### src/rtl/perf_counter_bank_if.sv
`default_nettype none
// ============================================================================
// Module : perf_counter_bank_if
// Control/readout bundle for the performance-counter bank.
// Rev    : 1.0
// ============================================================================
interface perf_counter_bank_if #(
  parameter int NUM_EVT = 2,
  parameter int WIDTH   = 32,
  parameter int SEL_W   = 2
);
  logic [NUM_EVT-1:0] evt;
  logic               syscall;
  logic [31:0]        r1;
  logic               resume;
  logic [NUM_EVT:0]   clr_ch;
  logic               snap;
  logic [SEL_W-1:0]   rd_sel;
  logic [WIDTH-1:0]   rd_data;
  logic [WIDTH-1:0]   cycle_count;
  logic               halted;
  logic [NUM_EVT:0]   ovf;

  modport master (
    output evt, syscall, r1, resume, clr_ch, snap, rd_sel,
    input  rd_data, cycle_count, halted, ovf
  );

  modport slave (
    input  evt, syscall, r1, resume, clr_ch, snap, rd_sel,
    output rd_data, cycle_count, halted, ovf
  );
endinterface
`default_nettype wire

### src/rtl/perf_counter_bank.sv
`default_nettype none
// ============================================================================
// Module : perf_counter_bank
// Cycle + NUM_EVT event counters with halt-on-syscall, snapshot shadows and a
// registered readout mux. Build option: PERF_CNT_SATURATE_EN (saturate, no wrap).
// Rev    : 1.0
// ============================================================================
module perf_counter_bank #(
  parameter int NUM_EVT    = 2,
  parameter int WIDTH      = 32,
  parameter int SEL_W      = 2,
  parameter int PRINT_CODE = 34
) (
  input  logic               clk,
  input  logic               clr,
  perf_counter_bank_if.slave bus
);
  localparam int NCH = NUM_EVT + 1;

  logic [WIDTH-1:0] cnt_q    [NCH];
  logic [WIDTH-1:0] cnt_d    [NCH];
  logic [WIDTH-1:0] shadow_q [NCH];
  logic [WIDTH-1:0] shadow_d [NCH];
  logic [WIDTH-1:0] rd_data_q, rd_data_d;
  logic [NCH-1:0]   ovf_q, ovf_d;
  logic             halted_q, halted_d;

  logic             w_stop;
  logic             w_run;
  logic [NCH-1:0]   w_inc;

  // The print service is the only syscall that keeps the counters running.
  assign w_stop = bus.syscall & (bus.r1 != 32'(PRINT_CODE));
  assign w_run  = ~halted_q & ~w_stop;
  assign w_inc  = {NCH{w_run}} & {bus.evt, 1'b1};

  always_comb begin
    halted_d = halted_q;
    if (w_stop)
      halted_d = 1'b1;
    else if (bus.resume)
      halted_d = 1'b0;
  end

  always_comb begin
    ovf_d = ovf_q;
    for (int k = 0; k < NCH; k++) begin
      cnt_d[k]    = cnt_q[k];
      shadow_d[k] = bus.snap ? cnt_q[k] : shadow_q[k];
      if (bus.clr_ch[k]) begin
        cnt_d[k] = '0;
        ovf_d[k] = 1'b0;
      end else if (w_inc[k]) begin
`ifdef PERF_CNT_SATURATE_EN
        if (&cnt_q[k])
          ovf_d[k] = 1'b1;
        else
          cnt_d[k] = cnt_q[k] + WIDTH'(1);
`else
        cnt_d[k] = cnt_q[k] + WIDTH'(1);
        if (&cnt_q[k])
          ovf_d[k] = 1'b1;
`endif
      end
    end
  end

  // Out-of-range selects fall through to zero.
  always_comb begin
    rd_data_d = '0;
    for (int k = 0; k < NCH; k++) begin
      if (bus.rd_sel == SEL_W'(k))
        rd_data_d = shadow_q[k];
    end
  end

  always_ff @(posedge clk) begin
    if (clr) begin
      for (int k = 0; k < NCH; k++) begin
        cnt_q[k]    <= '0;
        shadow_q[k] <= '0;
      end
      rd_data_q <= '0;
      ovf_q     <= '0;
      halted_q  <= 1'b0;
    end else begin
      for (int k = 0; k < NCH; k++) begin
        cnt_q[k]    <= cnt_d[k];
        shadow_q[k] <= shadow_d[k];
      end
      rd_data_q <= rd_data_d;
      ovf_q     <= ovf_d;
      halted_q  <= halted_d;
    end
  end

  assign bus.rd_data     = rd_data_q;
  assign bus.cycle_count = cnt_q[0];
  assign bus.halted      = halted_q;
  assign bus.ovf         = ovf_q;

endmodule
`default_nettype wire

### src/flat_wrapper.sv
// flat-port wrapper written by rule: the top's interface ports become plain ports
module perf_counter_bank_flat 
#(
  parameter int NUM_EVT    = 2,
  parameter int WIDTH      = 32,
  parameter int SEL_W      = 2,
  parameter int PRINT_CODE = 34
)
  (clk, clr, bus_evt, bus_syscall, bus_r1, bus_resume, bus_clr_ch, bus_snap, bus_rd_sel, bus_rd_data, bus_cycle_count, bus_halted, bus_ovf);
  perf_counter_bank_if #(.NUM_EVT(NUM_EVT), .WIDTH(WIDTH), .SEL_W(SEL_W)) bus_i ();
  input  logic clk;
  input  logic clr;
  input wire logic [$bits(bus_i.evt)-1:0] bus_evt;
  input wire logic [$bits(bus_i.syscall)-1:0] bus_syscall;
  input wire logic [$bits(bus_i.r1)-1:0] bus_r1;
  input wire logic [$bits(bus_i.resume)-1:0] bus_resume;
  input wire logic [$bits(bus_i.clr_ch)-1:0] bus_clr_ch;
  input wire logic [$bits(bus_i.snap)-1:0] bus_snap;
  input wire logic [$bits(bus_i.rd_sel)-1:0] bus_rd_sel;
  output wire logic [$bits(bus_i.rd_data)-1:0] bus_rd_data;
  output wire logic [$bits(bus_i.cycle_count)-1:0] bus_cycle_count;
  output wire logic [$bits(bus_i.halted)-1:0] bus_halted;
  output wire logic [$bits(bus_i.ovf)-1:0] bus_ovf;
  assign bus_i.evt = bus_evt;
  assign bus_i.syscall = bus_syscall;
  assign bus_i.r1 = bus_r1;
  assign bus_i.resume = bus_resume;
  assign bus_i.clr_ch = bus_clr_ch;
  assign bus_i.snap = bus_snap;
  assign bus_i.rd_sel = bus_rd_sel;
  assign bus_rd_data = bus_i.rd_data;
  assign bus_cycle_count = bus_i.cycle_count;
  assign bus_halted = bus_i.halted;
  assign bus_ovf = bus_i.ovf;
  perf_counter_bank #(.NUM_EVT(NUM_EVT), .WIDTH(WIDTH), .SEL_W(SEL_W), .PRINT_CODE(PRINT_CODE)) u_core (.clk(clk), .clr(clr), .bus(bus_i));
endmodule
### config.mk
export PLATFORM = sky130hd
export DESIGN_NAME = perf_counter_bank_flat
export DESIGN_NICKNAME = d
export VERILOG_FILES = /design/src/rtl/perf_counter_bank_if.sv /design/src/rtl/perf_counter_bank.sv /design/src/flat_wrapper.sv
export SDC_FILE = /design/constraint.sdc
export NUM_CORES = 1
export LEC_CHECK = 0
export ABC_AREA = 1
export BUFFER_PORTS_ARGS = -buffer_cell sky130_fd_sc_hd__buf_2
export CORE_ASPECT_RATIO = 1.5
export CORE_MARGIN = 2
export CORE_UTILIZATION = 59
export DETAILED_ROUTE_END_ITERATION = 8
export PLACE_DENSITY_LB_ADDON = 0.25
export SYNTH_ARGS = -nofsm -noshare
export SYNTH_HDL_FRONTEND = slang
export SYNTH_SLANG_ARGS = --single-unit
### constraint.sdc
create_clock -name clk -period 2.03 [get_ports clk]
set_clock_uncertainty 0.1 [all_clocks]
set_input_delay 0.406 -clock clk [delete_from_list [all_inputs] [get_ports clk]]
set_output_delay 0.406 -clock clk [all_outputs]
set_load 0.01 [all_outputs]
; Word-level counts from Yosys, hierarchy flattened
; Memory sizes are Yosys's and may differ from the RTL's.
; Index checks and enable logic that the tools add are counted.
; Widths: inputs -> output; s select.
[totals]
latchBits = 0
input_bits = 44
rom_bits = 0
ram_bits = 192
word_cells = 55
ff_bits = 36
n_memories = 2
[memory_table]
columns = name, words, width, rd, rd_clocked_by_memory_dff, write_ports, line
row1 = u_core.cnt_q, 3, 32, 3, 0, 3, perf_counter_bank.sv:20  ; logic [WIDTH-1:0] cnt_q [NCH];
row2 = u_core.shadow_q, 3, 32, 3, 0, 3, perf_counter_bank.sv:22  ; logic [WIDTH-1:0] shadow_q [NCH];
[classes]
addsub = 3
shifts = 0
eq_ne = 3
n_lt_le_gt_ge = 0
div_mod_pow = 0
reduce_logical = 8
multipliers = 0
bitwise = 11
n_mux = 23
[op_table]
columns = op, n
row1 = $mux 32, 18
row2 = $reduce_and 33->1, 3
row3 = $add 32x1->32 const B, 3
row4 = $ne 32x6->1 const B, 1
row5 = $or 1x1->1, 6
row6 = $reduce_or 2->1, 3
row7 = $mux 1, 5
row8 = $and 3x3->3, 1
row9 = $and 1x1->1, 2
row10 = $eq 2x1->1 const B, 1
row11 = $eq 2x2->1 const B, 1
row12 = $logic_not 2->1, 1
row13 = $not 1->1, 2
row14 = $reduce_bool 2->1, 1

; Longest topological paths before layout
[depth]
ltp_word = 8
depth_mapped = 14

; Worst setup path before layout
; Ideal clock, no wire load.
[synth_path]
kind = reg2reg
start = mem u_core.cnt_q[2][0] (netlist: u_core.cnt_q[0][64])
end = mem u_core.cnt_q[2][22] (netlist: u_core.cnt_q[0][86])
t_required_ns = 1.817
path_slack_ns = 0.321
setup_ns = 0.113
path_buffers = 0
stages_incl_launch_ff = 10
arrival_time_ns = 1.496
cell_sequence = dfxtp_1 ha_1 nand3_1 nor2_1 nand4_1 nor2_1 and3_1 nand2_1 o21ai_1 nor2_1
[synth_rtl]
columns = item, line
row1 = "start, declared", perf_counter_bank.sv:20

==> metrics.csv <==
stage;metric;value;unit
floorplan;floorplan.initialDensity;59.5;%
synthesis;synth.distinct_cells;37;
cells_and_area;fin_nets;1758;
synthesis;syn_area;0.0110;mm^2
detailed_routing;drc_errors;0;
sta;setup_tns;0;ns
power;vdd_ir_drop_max;0.601;mV
cells_and_area;final_cell_mix;376 x nand2_1, 228 x dfxtp_1, 218 x inv_1;
detailed_routing;first_pass_iters;5;
detailed_routing;ant_nets;0;
detailed_routing;wl_per_cell;16.6;um
sta;finalHoldViolations;0;
sta;fin_crit_sh;94.1;%
global_route;grt_antenna_before_repair;1;
global_route;use_met1;36.3;%
power;powerDensity;744;mW/mm^2
synthesis;ys_seq_area_share;41.7;%
synthesis;synthCells;1608;
placement;gp_congestion;0.976;
global_route;grt_pass1_vias;10200;
sta;relSlewSlack;47.9;%
synthesis;yosysWarnings;0;
critical_path;path_cells;nand2_1 > nor3_1 > nand2_1 > nor2_1 > nand2_1 > xor2_1 > nand2_1 > a21oi_1;
critical_path;r2r-start;u_core.cnt_q[0][4]$_SDFFE_PP0N_;
critical_path;crit_path_max_fanout;5;
critical_path;start_kind;flip-flop;
clock_tree;cts_max_level;1;
critical_path;cpPeakStageDelay;0.43;ns
floorplan;core_area;0.0184;mm^2
worst_hold_path;min_from;bus_resume;
critical_path;worstPathArrival;2.18;ns
cells_and_area;final_cells;1976;
critical_path;critPathCaptureType;flip-flop;
outcome;status;complete, no violations;
clock_tree;cts_buffers;22;
sta;rsz0062_at_grt;no;
floorplan;io_pins;112;
power;totalPowerFinal;9.44;mW
synthesis;avgSynthCellArea;6.81;um^2
clock_tree;clockBufferDepth;3;
sta;fmax;523;MHz
clock_tree;cts_tree;done;
clock_tree;clock_latency;0.51;ns
power;p_switching;2.19;mW
synthesis;synthTopCellsByArea;dfxtp_1 42%, nand2_1 13%, a21oi_1 7.9%;
critical_path;slowest_stage;dfxtp_1;
power;power_leakage;5.18;nW
synthesis;synthesis.nets;1655;
power;internal-power;7.25;mW
global_route;grt_pass1_wl;51300;um
synthesis;async_reset_ff_share;0;%
power;power_frac_comb;6.9;%
placement;io_buffers;111;
critical_path;required;2.30;ns
power;power.share.sequential;49.3;%
cells_and_area;syn2layout_area_growth;15.9;%
run;max_cap_violations;0;
global_route;grtUsageMet3;4.22;%
sta;fin_hold_ws;0.0591;ns
sta;layout_min_cycle_time;1.91;ns
global_route;globalRouteOverflowTotal;0;
global_route;grtUsageTotal;33.3;%
sta;tightest_slew;0.781;ns
power;pwr-share-clk;43.9;%
critical_path;crit_top_cell;nand2_1;
global_route;grt.busiest_layer;met2;
detailed_routing;vias;10700;
synthesis;ys.flop_type;dfxtp_1;
floorplan;die_y;171;um
clock_tree;postCtsSetupBuffers;0;
sta;setup_viol_count_final;0;
synthesis;synth_edf_count;0;
clock_tree;cts-root-buf;clkbuf_16;
placement;place_hpwl;24800;um
cells_and_area;final_common_cell;nand2_1;
floorplan;rows;61;
clock_tree;cts_sinks;228;
placement;numPlacedInstances;1939;
synthesis;ys_ff_latch;228;
clock_tree;clk_pin_slew;0.07;ns
global_route;use_met2;59.8;%
detailed_routing;drt-initial-drc-count;1009;
detailed_routing;wl;32800;um
synthesis;synth.top_cell.area_share;41.7;%
cells_and_area;drive_gt1_share;13.6;%
critical_path;crit_start;u_core.cnt_q[0][4]$_SDFFE_PP0N_;
detailed_routing;avgViaCountPerCell;5.41;
sta;drv_slew;0;
floorplan;die_area;0.0197;mm^2
global_route;grt_start_max_net_pins;144;
floorplan;die_x;115;um
cells_and_area;n_antenna_cell;0;
critical_path;path_class;flip-flop to flip-flop;
synthesis;synth.largest_area_cell;dfxtp_1;
power;p_sw_share;23.2;%
worst_hold_path;hold_path_class;input port to flip-flop;
cells_and_area;nFillCells;1660;
[synthesized netlist by cell type, types with 2 or more instances]
| master | number |
|---|---|
| nand3b_1 | 2 |
| ha_1 | 3 |
| nor3_2 | 2 |
| xnor2_1 | 9 |
| a21oi_1 | 172 |
| or2_2 | 3 |
| clkinv_1 | 2 |
| inv_2 | 2 |
| nand4_1 | 17 |
| buf_1 | 2 |
| nand2_1 | 376 |
| inv_1 | 219 |
| clkbuf_1 | 57 |
| buf_4 | 36 |
| dfxtp_1 | 228 |
| o21ai_1 | 5 |
| nand3_1 | 54 |
| and2_1 | 3 |
| o221ai_1 | 8 |
| buf_2 | 6 |
| nor4_1 | 5 |
| xor2_1 | 48 |
| o211ai_1 | 13 |
| o21ai_0 | 135 |
| nor3_1 | 39 |
| nor2_1 | 151 |
[worst paths after layout]
| path | endpoint | slack (ns) | cells past startpoint |
|---|---|---|---|
| min reg2reg | u_core.bus.ovf[0]$_SDFFE_PP0P_ | 0.35 | 2 |
| max | u_core.cnt_q[0][25]$_SDFFE_PP0N_ | 0.12 | 8 |
| min | u_core.bus.halted$_SDFFE_PP0P_ | 0.06 | 3 |
| max reg2reg | u_core.cnt_q[0][25]$_SDFFE_PP0N_ | 0.12 | 8 |
[final cells by class]
type | count | area, um^2 | area share [%]
well taps | 252 | 315 | 2.48
flip-flops and latches | 228 | 4560 | 36.0
repair buffers | 181 | 1220 | 9.62
multi-input cells | 1055 | 5030 | 39.6
clock inverters | 8 | 93.8 | 0.739
inverters | 223 | 837 | 6.60
clock buffers | 29 | 628 | 4.95
[registers in the layout, indices dropped and copies added (netlist names)]
register            count
u_core.bus.halted       1
u_core.bus.ovf          3
u_core.bus.rd_data     32
u_core.cnt_q           96
u_core.shadow_q        96
[per-layer routing]
layer,up-vias,wire length (um)
met2,380,16600
met4,2,2320
met5,-,17
li1,5286,-
met3,128,1590
met1,4903,12300
[cell families (layout without fill, tap and decap cells)]
logic type,after synthesis,count (layout),synth area share (%)
compound gates,336,336,16.1
xor+xnor,57,57,4.56
buf+inv,325,441,12.5
fa+ha+maj,3,3,0.343
flops,228,228,41.7
simple gates,659,659,24.9
[power groups by stage]
stage	clock (mW)	combinational (mW)	sequential, mW
after global placement	0	0.627	4.74
after CTS	4.19	0.646	4.65
after detailed placement	0	0.640	4.75
after global routing	4.37	0.720	4.66
final	4.14	0.650	4.65
after floorplan	0	0.377	4.74
[per-stage QoR]
| stage | setup slack, ns | util, % | cell area [um^2] |
|---|---|---|---|
| 2_1_floorplan | 0.321 | - | 11000 |
| 3_3_place_gp | 0.0503 | 65.0 | 12000 |
| 3_5_place_dp | -0.00921 | 65.0 | 12000 |
| 4_1_cts | 0.0766 | 68.9 | 12700 |
| 5_1_grt | 0.0128 | 69.0 | 12700 |
| 6_report | 0.120 | 69.0 | 12700 |
[critical path: cells and delay by family (launching register included)]
family,cells,cell delay (ns)
xor+xnor,1,0.16
simple gates,6,1.03
flops,1,0.43
compound gates,1,0.05
[repair_timing]
item,CTS,global route
endpoints found under the setup margin,0,7
gates resized for setup,0,4
hold buffers,0,0
No activity file was read; power rests on OpenSTA's default activity.
